File: config.mk
export PLATFORM = sky130hd
export DESIGN_NAME = dca_matrix_lsu_wdata_sender
export DESIGN_NICKNAME = d
export VERILOG_FILES = /design/src/rtl/dca_matrix_lsu_wdata_sender_pkg.sv /design/src/rtl/dca_matrix_lsu_wdata_sender.sv
export SDC_FILE = /design/constraint.sdc
export NUM_CORES = 1
export LEC_CHECK = 0
export ABC_CLOCK_PERIOD_IN_PS = 2100
export CORE_MARGIN = 1.5
export CORE_UTILIZATION = 35
export DETAILED_ROUTE_END_ITERATION = 6
export PLACE_DENSITY = 0.71
export SETUP_SLACK_MARGIN = 0.02
export SLEW_MARGIN = 0
export SYNTH_ARGS = -nofsm -noshare
export SYNTH_HDL_FRONTEND = slang
export SYNTH_SLANG_ARGS = --single-unit
File: constraint.sdc
create_clock -name clk_i -period 2.1 [get_ports clk_i]
set_input_delay 0.42 -clock clk_i [delete_from_list [all_inputs] [get_ports clk_i]]
set_output_delay 0.42 -clock clk_i [all_outputs]
set_load 0.005 [all_outputs]
File: src/rtl/dca_matrix_lsu_wdata_sender_pkg.sv
// rtl/dca_matrix_lsu_wdata_sender_pkg.sv - shared types and txn-info field layout for the LSU write-data sender
// txn_info layout (msb..lsb): {skip, rsvd, alen[7:0], bitaddr[BW_BITADDR-1:0]}
package dca_matrix_lsu_wdata_sender_pkg;

    typedef enum logic [1:0] {
        ST_IDLE   = 2'd0,
        ST_SEND   = 2'd1,
        ST_WAIT_B = 2'd2,
        ST_DONE   = 2'd3
    } state_t;

    localparam int TXN_ALEN_W = 8;

    function automatic int txn_info_width(input int bw_bitaddr);
        return bw_bitaddr + TXN_ALEN_W + 2;
    endfunction

    function automatic int txn_alen_lsb(input int bw_bitaddr);
        return bw_bitaddr;
    endfunction

    function automatic int txn_skip_pos(input int bw_bitaddr);
        return bw_bitaddr + TXN_ALEN_W + 1;
    endfunction

    function automatic int row_buffer_width(input int bw_axi_data, input int max_num_axi_data);
        return bw_axi_data * max_num_axi_data;
    endfunction

endpackage

File: src/rtl/dca_matrix_lsu_wdata_sender.sv
// rtl/dca_matrix_lsu_wdata_sender.sv - slices a latched row buffer into AXI W beats and waits for B
// Optional macro DCA_LSU_WSENDER_BRESP_CHECK_EN: report bresp[1] of the B handshake as done_error_o.
module dca_matrix_lsu_wdata_sender
    import dca_matrix_lsu_wdata_sender_pkg::*;
#(
    parameter  int BW_AXI_DATA          = 32,
    parameter  int MAX_NUM_AXI_DATA     = 4,
    parameter  int BW_BITADDR           = 32,
    localparam int BW_TXN_INFO          = txn_info_width(BW_BITADDR),
    localparam int BW_MEMORY_ROW_BUFFER = row_buffer_width(BW_AXI_DATA, MAX_NUM_AXI_DATA),
    localparam int BW_STRB              = BW_AXI_DATA / 8
) (
    input  logic                            clk_i,
    input  logic                            rst_i,
    input  logic                            enable_i,
    input  logic                            txn_valid_i,
    output logic                            txn_ready_o,
    input  logic [BW_TXN_INFO-1:0]          txn_info_i,
    input  logic [BW_MEMORY_ROW_BUFFER-1:0] row_data_i,
    output logic                            wvalid_o,
    input  logic                            wready_i,
    output logic [BW_AXI_DATA-1:0]          wdata_o,
    output logic [BW_STRB-1:0]              wstrb_o,
    output logic                            wlast_o,
    input  logic                            bvalid_i,
    output logic                            bready_o,
    input  logic [1:0]                      bresp_i,
    output logic                            done_valid_o,
    input  logic                            done_ready_i,
    output logic [BW_TXN_INFO-1:0]          done_info_o,
    output logic                            done_error_o
);

    localparam int ALEN_LSB = txn_alen_lsb(BW_BITADDR);
    localparam int SKIP_POS = txn_skip_pos(BW_BITADDR);

    state_t                          state_q;
    logic [TXN_ALEN_W-1:0]           cnt_q;
    logic [BW_MEMORY_ROW_BUFFER-1:0] row_q;
    logic [BW_TXN_INFO-1:0]          info_q;
    logic                            err_q;

    logic [TXN_ALEN_W-1:0] alen;
    logic                  run;
    logic                  last_beat;
    logic [BW_AXI_DATA-1:0] beat_data;
    logic [BW_STRB-1:0]     beat_strb;

    assign alen      = info_q[ALEN_LSB +: TXN_ALEN_W];
    assign run       = enable_i & ~rst_i;
    assign last_beat = (cnt_q == alen);

    // Beats past the buffer depth are legal and carry zero data with zero strobe.
    always_comb begin
        beat_data = '0;
        beat_strb = '0;
        if (state_q == ST_SEND) begin
            for (int i = 0; i < MAX_NUM_AXI_DATA; i++) begin
                if (cnt_q == TXN_ALEN_W'(i)) begin
                    beat_data = row_q[i*BW_AXI_DATA +: BW_AXI_DATA];
                    beat_strb = '1;
                end
            end
        end
    end

    always_ff @(posedge clk_i) begin
        if (rst_i) begin
            state_q <= ST_IDLE;
            cnt_q   <= '0;
            row_q   <= '0;
            info_q  <= '0;
            err_q   <= 1'b0;
        end else if (enable_i) begin
            case (state_q)
                ST_IDLE: begin
                    if (txn_valid_i) begin
                        info_q  <= txn_info_i;
                        row_q   <= row_data_i;
                        cnt_q   <= '0;
                        err_q   <= 1'b0;
                        state_q <= txn_info_i[SKIP_POS] ? ST_DONE : ST_SEND;
                    end
                end
                ST_SEND: begin
                    if (wready_i) begin
                        if (last_beat) begin
                            state_q <= ST_WAIT_B;
                        end else begin
                            cnt_q <= cnt_q + 1'b1;
                        end
                    end
                end
                ST_WAIT_B: begin
                    if (bvalid_i) begin
`ifdef DCA_LSU_WSENDER_BRESP_CHECK_EN
                        err_q <= bresp_i[1];
`endif
                        state_q <= ST_DONE;
                    end
                end
                ST_DONE: begin
                    if (done_ready_i) begin
                        state_q <= ST_IDLE;
                    end
                end
                default: state_q <= ST_IDLE;
            endcase
        end
    end

    assign txn_ready_o  = run & (state_q == ST_IDLE);
    assign wvalid_o     = run & (state_q == ST_SEND);
    assign wdata_o      = beat_data;
    assign wstrb_o      = beat_strb;
    assign wlast_o      = (state_q == ST_SEND) & last_beat;
    assign bready_o     = run & (state_q == ST_WAIT_B);
    assign done_valid_o = run & (state_q == ST_DONE);
    assign done_info_o  = info_q;

`ifdef DCA_LSU_WSENDER_BRESP_CHECK_EN
    assign done_error_o = err_q;
`else
    logic unused_bresp;
    assign unused_bresp = ^{bresp_i, err_q};
    assign done_error_o = 1'b0;
`endif

endmodule
==> results.txt, run 1 <==
----------------------------------------------------
[Global route]
  Vias in the first global route ... 7714
  Pin count of the biggest net entering global routing ... 110
  GRT overflow ... 0
  Wire length of the first global-routing pass ... 40.24 mm
  Number of antenna violations at the first check in global routing ... 2
  Aggregate global-route resource usage ... 21.27%

[Clock network]
  Number of buffers between clock root and the deepest sink ... 2
  CTS buffer count ... 17
  CTS tree ... built
  Root Driver ... sky130_fd_sc_hd__clkbuf_16
  TritonCTS Sinks ... 180
  Number of buffers added to fix hold violations after cts ... 0
  Clock network latency to the later pin of the worst-skew pair ... 0.42 ns
  Clock Pin Slew Worst Setup and Hold Paths ... 0.07 ns
  H-tree Lvls ... 4

[Synthesis]
  Area leader, netlist ... sky130_fd_sc_hd__dfxtp_1
  Dominant register cell in the synthesized netlist ... sky130_fd_sc_hd__dfxtp_1
  Largest cells by area after synthesis ... sky130_fd_sc_hd__dfxtp_1, sky130_fd_sc_hd__nand2_1, sky130_fd_sc_hd__a21oi_1
  Avg Cell Area, Syn ... 7.480 µm²
  Share of cell area taken by muxes after synthesis ... 4.303%
  Synthesis-stage register bit count ... 180
  Post-synthesis share of cell area spent on xor and xnor gates ... 1.162%
  Number of nets produced by synthesis ... 1253
  Synthesized netlist cell count ... 1065
  Fraction of the mapped netlist area in simple logic gates ... 25.68%
  Sequential element share of the synthesized area ... 45.23%
  Synth top area share ... 45.23%
  Synth cell types ... 45
  Count of flip-flops with a built-in enable after synthesis ... 0
  Area fraction in compound gates after synthesis ... 16.87%
  Yosys synthesis warning count ... 0
  Fraction of synthesis flops using an asynchronous set or reset pin ... 0%
  Most common cell in the synthesized netlist ... sky130_fd_sc_hd__nand2_1
  Synth cell count leaders ... sky130_fd_sc_hd__nand2_1, sky130_fd_sc_hd__a21oi_1, sky130_fd_sc_hd__dfxtp_1, sky130_fd_sc_hd__clkbuf_1, sky130_fd_sc_hd__nor2_1
  Adder and majority cell fraction of the synthesized area ... 1.414%
  Cell Area, Synth ... 7966 µm²
  Combinational family with the most area after synthesis ... simple AND/OR/NAND/NOR gates

[STA]
  Headroom to the max-slew limit ... 53.25%
  Hold violation total from the final report ... 0
  F_max ... 0.4046 GHz
  WHS ... 0.3844 ns
  Worst-case setup margin in the final layout ... -0.3717 ns
  Final setup TNS ... -10.87 ns
  Fin crit share ... 117.7%
  Setup repair after global routing missed its margin ... yes
  Final-report max-slew violation count ... 0
  Final setup skew ... 0.009779 ns
  Slew at the pin closest to its max-slew limit ... 0.7013 ns
  Setup Viol. Count Final ... 36
  Fin crit period ... 2.472 ns

[Detailed routing]
  Detailed-routing iteration count for the pre-antenna-repair pass ... 5
  Count of vias placed by the detailed router ... 8136
  Total DRC errors in the routed layout ... 0
  Highest layer used for signal routing ... met4
  Antenna-violating nets left ... 0
  Metal1 wirelength ... 11.24 mm
  Per-cell routed wire length ... 16.14 µm
  Violation count after the first detailed-routing iteration ... 493
  Met3 Routed Length ... 1.922 mm
  Vias per std cell ... 4.991
  Routed wl met2 ... 12.83 mm
  Routed WL ... 26.30 mm

[Worst setup path]
  Worst-path maximum fanout ... 7
  Reg2reg end ... state_q[0]
  Startpoint of the worst-slack reg-to-reg timing path ... cnt_q[0]
  Classification of the worst setup path ... reg2out
  Worst setup path start ... cnt_q[1]
  Req. time, crit path ... 1.68 ns
  Capture point of the critical path ... wdata_o[19]
  Length in cells of the worst reg-to-reg path ... 7
  Crit start category ... flip-flop
  Critical path arrival ... 2.05 ns
  Register-to-Register Setup Slack ... 0.11 ns
  Nature of the critical path endpoint ... output pin

[Floorplan]
  Width of the chip ... 153.9 µm
  I/O pin count ... 263
  CORE AREA ... 22500 µm²
  Std-Cell Rows ... 55
  Vertical extent of the die ... 153.9 µm
  Effective utilization at floorplan ... 35.40%
  Area of the die ... 23670 µm²

[Cells and area]
  Post-Layout Inst Area ... 12320 µm²
  Non-filler instance count after layout ... 1630
  Layout-stage area growth over the synthesis result ... 54.67%
  Number of nets in the layout ... 1518
  Layout cell share with drive strength beyond 1 ... 16.38%

[Hold path]
  Hold WC Path Type ... in2reg

[Placement]
  Placed wire-length estimate after detailed placement ... 16.28 mm
  Area post-placement ... 11070 µm²
  Port Buffers ... 259
  Inst Count DP ... 1566
  Global placement routability congestion ... 0.8423

[Outcome]
  Result of the run ... finished with violations
  Violated checks ... setup timing

[Power and ir drop]
  Pleak ... 4.555 nW
  Largest vdd supply drop ... 556.4 µV
  Power density over cell area ... 715.7 nW/µm²
  Total power of the final layout ... 8.818 mW

[Flow run]
  Max cap viols ... 0

----------------------------------------------------
[worst min-delay path by stage]
stage / slack (ns) / start / depth (start not counted) / endpoint
global route: 0.38 / rst_i / 4 / cnt_q[7]
detailed placement: 0.44 / row_q[27] / 2 / row_q[27]
floorplan: 0.43 / row_q[0] / 2 / row_q[0]
global placement: 0.44 / row_q[22] / 2 / row_q[22]
finish: 0.38 / rst_i / 4 / cnt_q[7]
CTS: 0.37 / rst_i / 4 / cnt_q[7]
[layer usage]
metal,GRT usage [%],vias to the layer above
met1,26.45,3807
met3,6.539,21
met2,35.88,261
li1,-,4047
met4,5.178,0
met5,0,-
[timing repair]
action / CTS / global route
buffers inserted: 17 / 7
resized for setup: 216 / 66
pin swaps: 29 / 32
setup endpoints to repair: 41 / 39
cloned: 6 / 3
[per-stage QoR]
step	utilization, %	setup slack, ns
CTS	54.37	-0.4211
global placement	49.21	-0.2563
finish	54.76	-0.3717
floorplan	-	0.05150
detailed placement	49.21	-0.3109
global route	54.73	-0.4686
[layout by cell type, fill, tap and decap left out, types with 5 or more instances in the layout]
master / synthesis / final
sky130_fd_sc_hd__a21oi_1: 203 / 180
sky130_fd_sc_hd__a21oi_2: 0 / 19
sky130_fd_sc_hd__and2_1: 6 / 5
sky130_fd_sc_hd__and3b_1: 32 / 30
sky130_fd_sc_hd__buf_12: 0 / 19
sky130_fd_sc_hd__buf_2: 7 / 32
sky130_fd_sc_hd__buf_4: 5 / 37
sky130_fd_sc_hd__buf_6: 4 / 16
sky130_fd_sc_hd__clkbuf_16: 0 / 20
sky130_fd_sc_hd__clkdlybuf4s50_1: 0 / 217
sky130_fd_sc_hd__dfxtp_1: 180 / 175
sky130_fd_sc_hd__ha_4: 0 / 5
sky130_fd_sc_hd__mux2i_1: 32 / 32
sky130_fd_sc_hd__nand2_1: 380 / 379
sky130_fd_sc_hd__nand3_1: 7 / 5
sky130_fd_sc_hd__nor2_1: 36 / 31
sky130_fd_sc_hd__nor2_2: 1 / 5
sky130_fd_sc_hd__o21ai_1: 4 / 27
sky130_fd_sc_hd__o21ai_2: 0 / 5
sky130_fd_sc_hd__xnor2_2: 3 / 8
[flip-flops by register name (all words and copies together), names as in the netlist]
name / flops
cnt_q: 8
state_q: 2
row_q: 128
done_info_o: 42
[cell type report]
class,instances,area (µm²)
fill,2076,10180
multi-input combinational,788,4285
sequential,180,3615
timing repair buffer,336,3416
clock buffer,17,425.4
tap,285,356.6
clock inverter,15,187.7
inverter,7,31.28
antenna,2,5.005
[power by group]
group / internal [mW] / leakage [nW] / switching (mW) / total [mW]
combinational: 0.916 / 2.79 / 0.861 / 1.78
clock: 1.72 / 0.291 / 1.56 / 3.28
sequential: 3.64 / 1.47 / 0.129 / 3.77
[kinds of logic (layout without fill, tap and decap cells)]
logic type,count (synthesis),in the layout
AO/OA/AOI/OAI,255,255
XOR/XNOR,8,8
AND/OR/NAND/NOR,481,481
adder cells (fa/ha/maj),9,9
buffers and inverters,97,375
multiplexers,34,34
other,1,3
flip-flops,180,180
[worst max-delay path, stage by stage, from the launching register on]
cell	delay (ns)
sky130_fd_sc_hd__dfxtp_2	0.34
sky130_fd_sc_hd__inv_2	0.06
sky130_fd_sc_hd__buf_6	0.11
sky130_fd_sc_hd__ha_4	0.21
sky130_fd_sc_hd__clkbuf_16	0.18
sky130_fd_sc_hd__and3b_2	0.21
sky130_fd_sc_hd__a21oi_4	0.12
sky130_fd_sc_hd__o21ai_1	0.08
sky130_fd_sc_hd__mux2i_1	0.16
sky130_fd_sc_hd__nor2_2	0.05
sky130_fd_sc_hd__clkbuf_2	0.11
No activity file was read; power rests on OpenSTA's default activity.
==> inputs of run 2 (changes only) <==
--- a/config.mk
+++ b/config.mk
@@ -11,7 +11,7 @@
 export DETAILED_ROUTE_END_ITERATION = 6
 export PLACE_DENSITY = 0.71
 export SETUP_SLACK_MARGIN = 0.02
-export SLEW_MARGIN = 0
+export SLEW_MARGIN = 20
 export SYNTH_ARGS = -nofsm -noshare
 export SYNTH_HDL_FRONTEND = slang
 export SYNTH_SLANG_ARGS = --single-unit
==> results of run 2 <==
No change in the layout: final DEF, timing and power equal those of run 1.
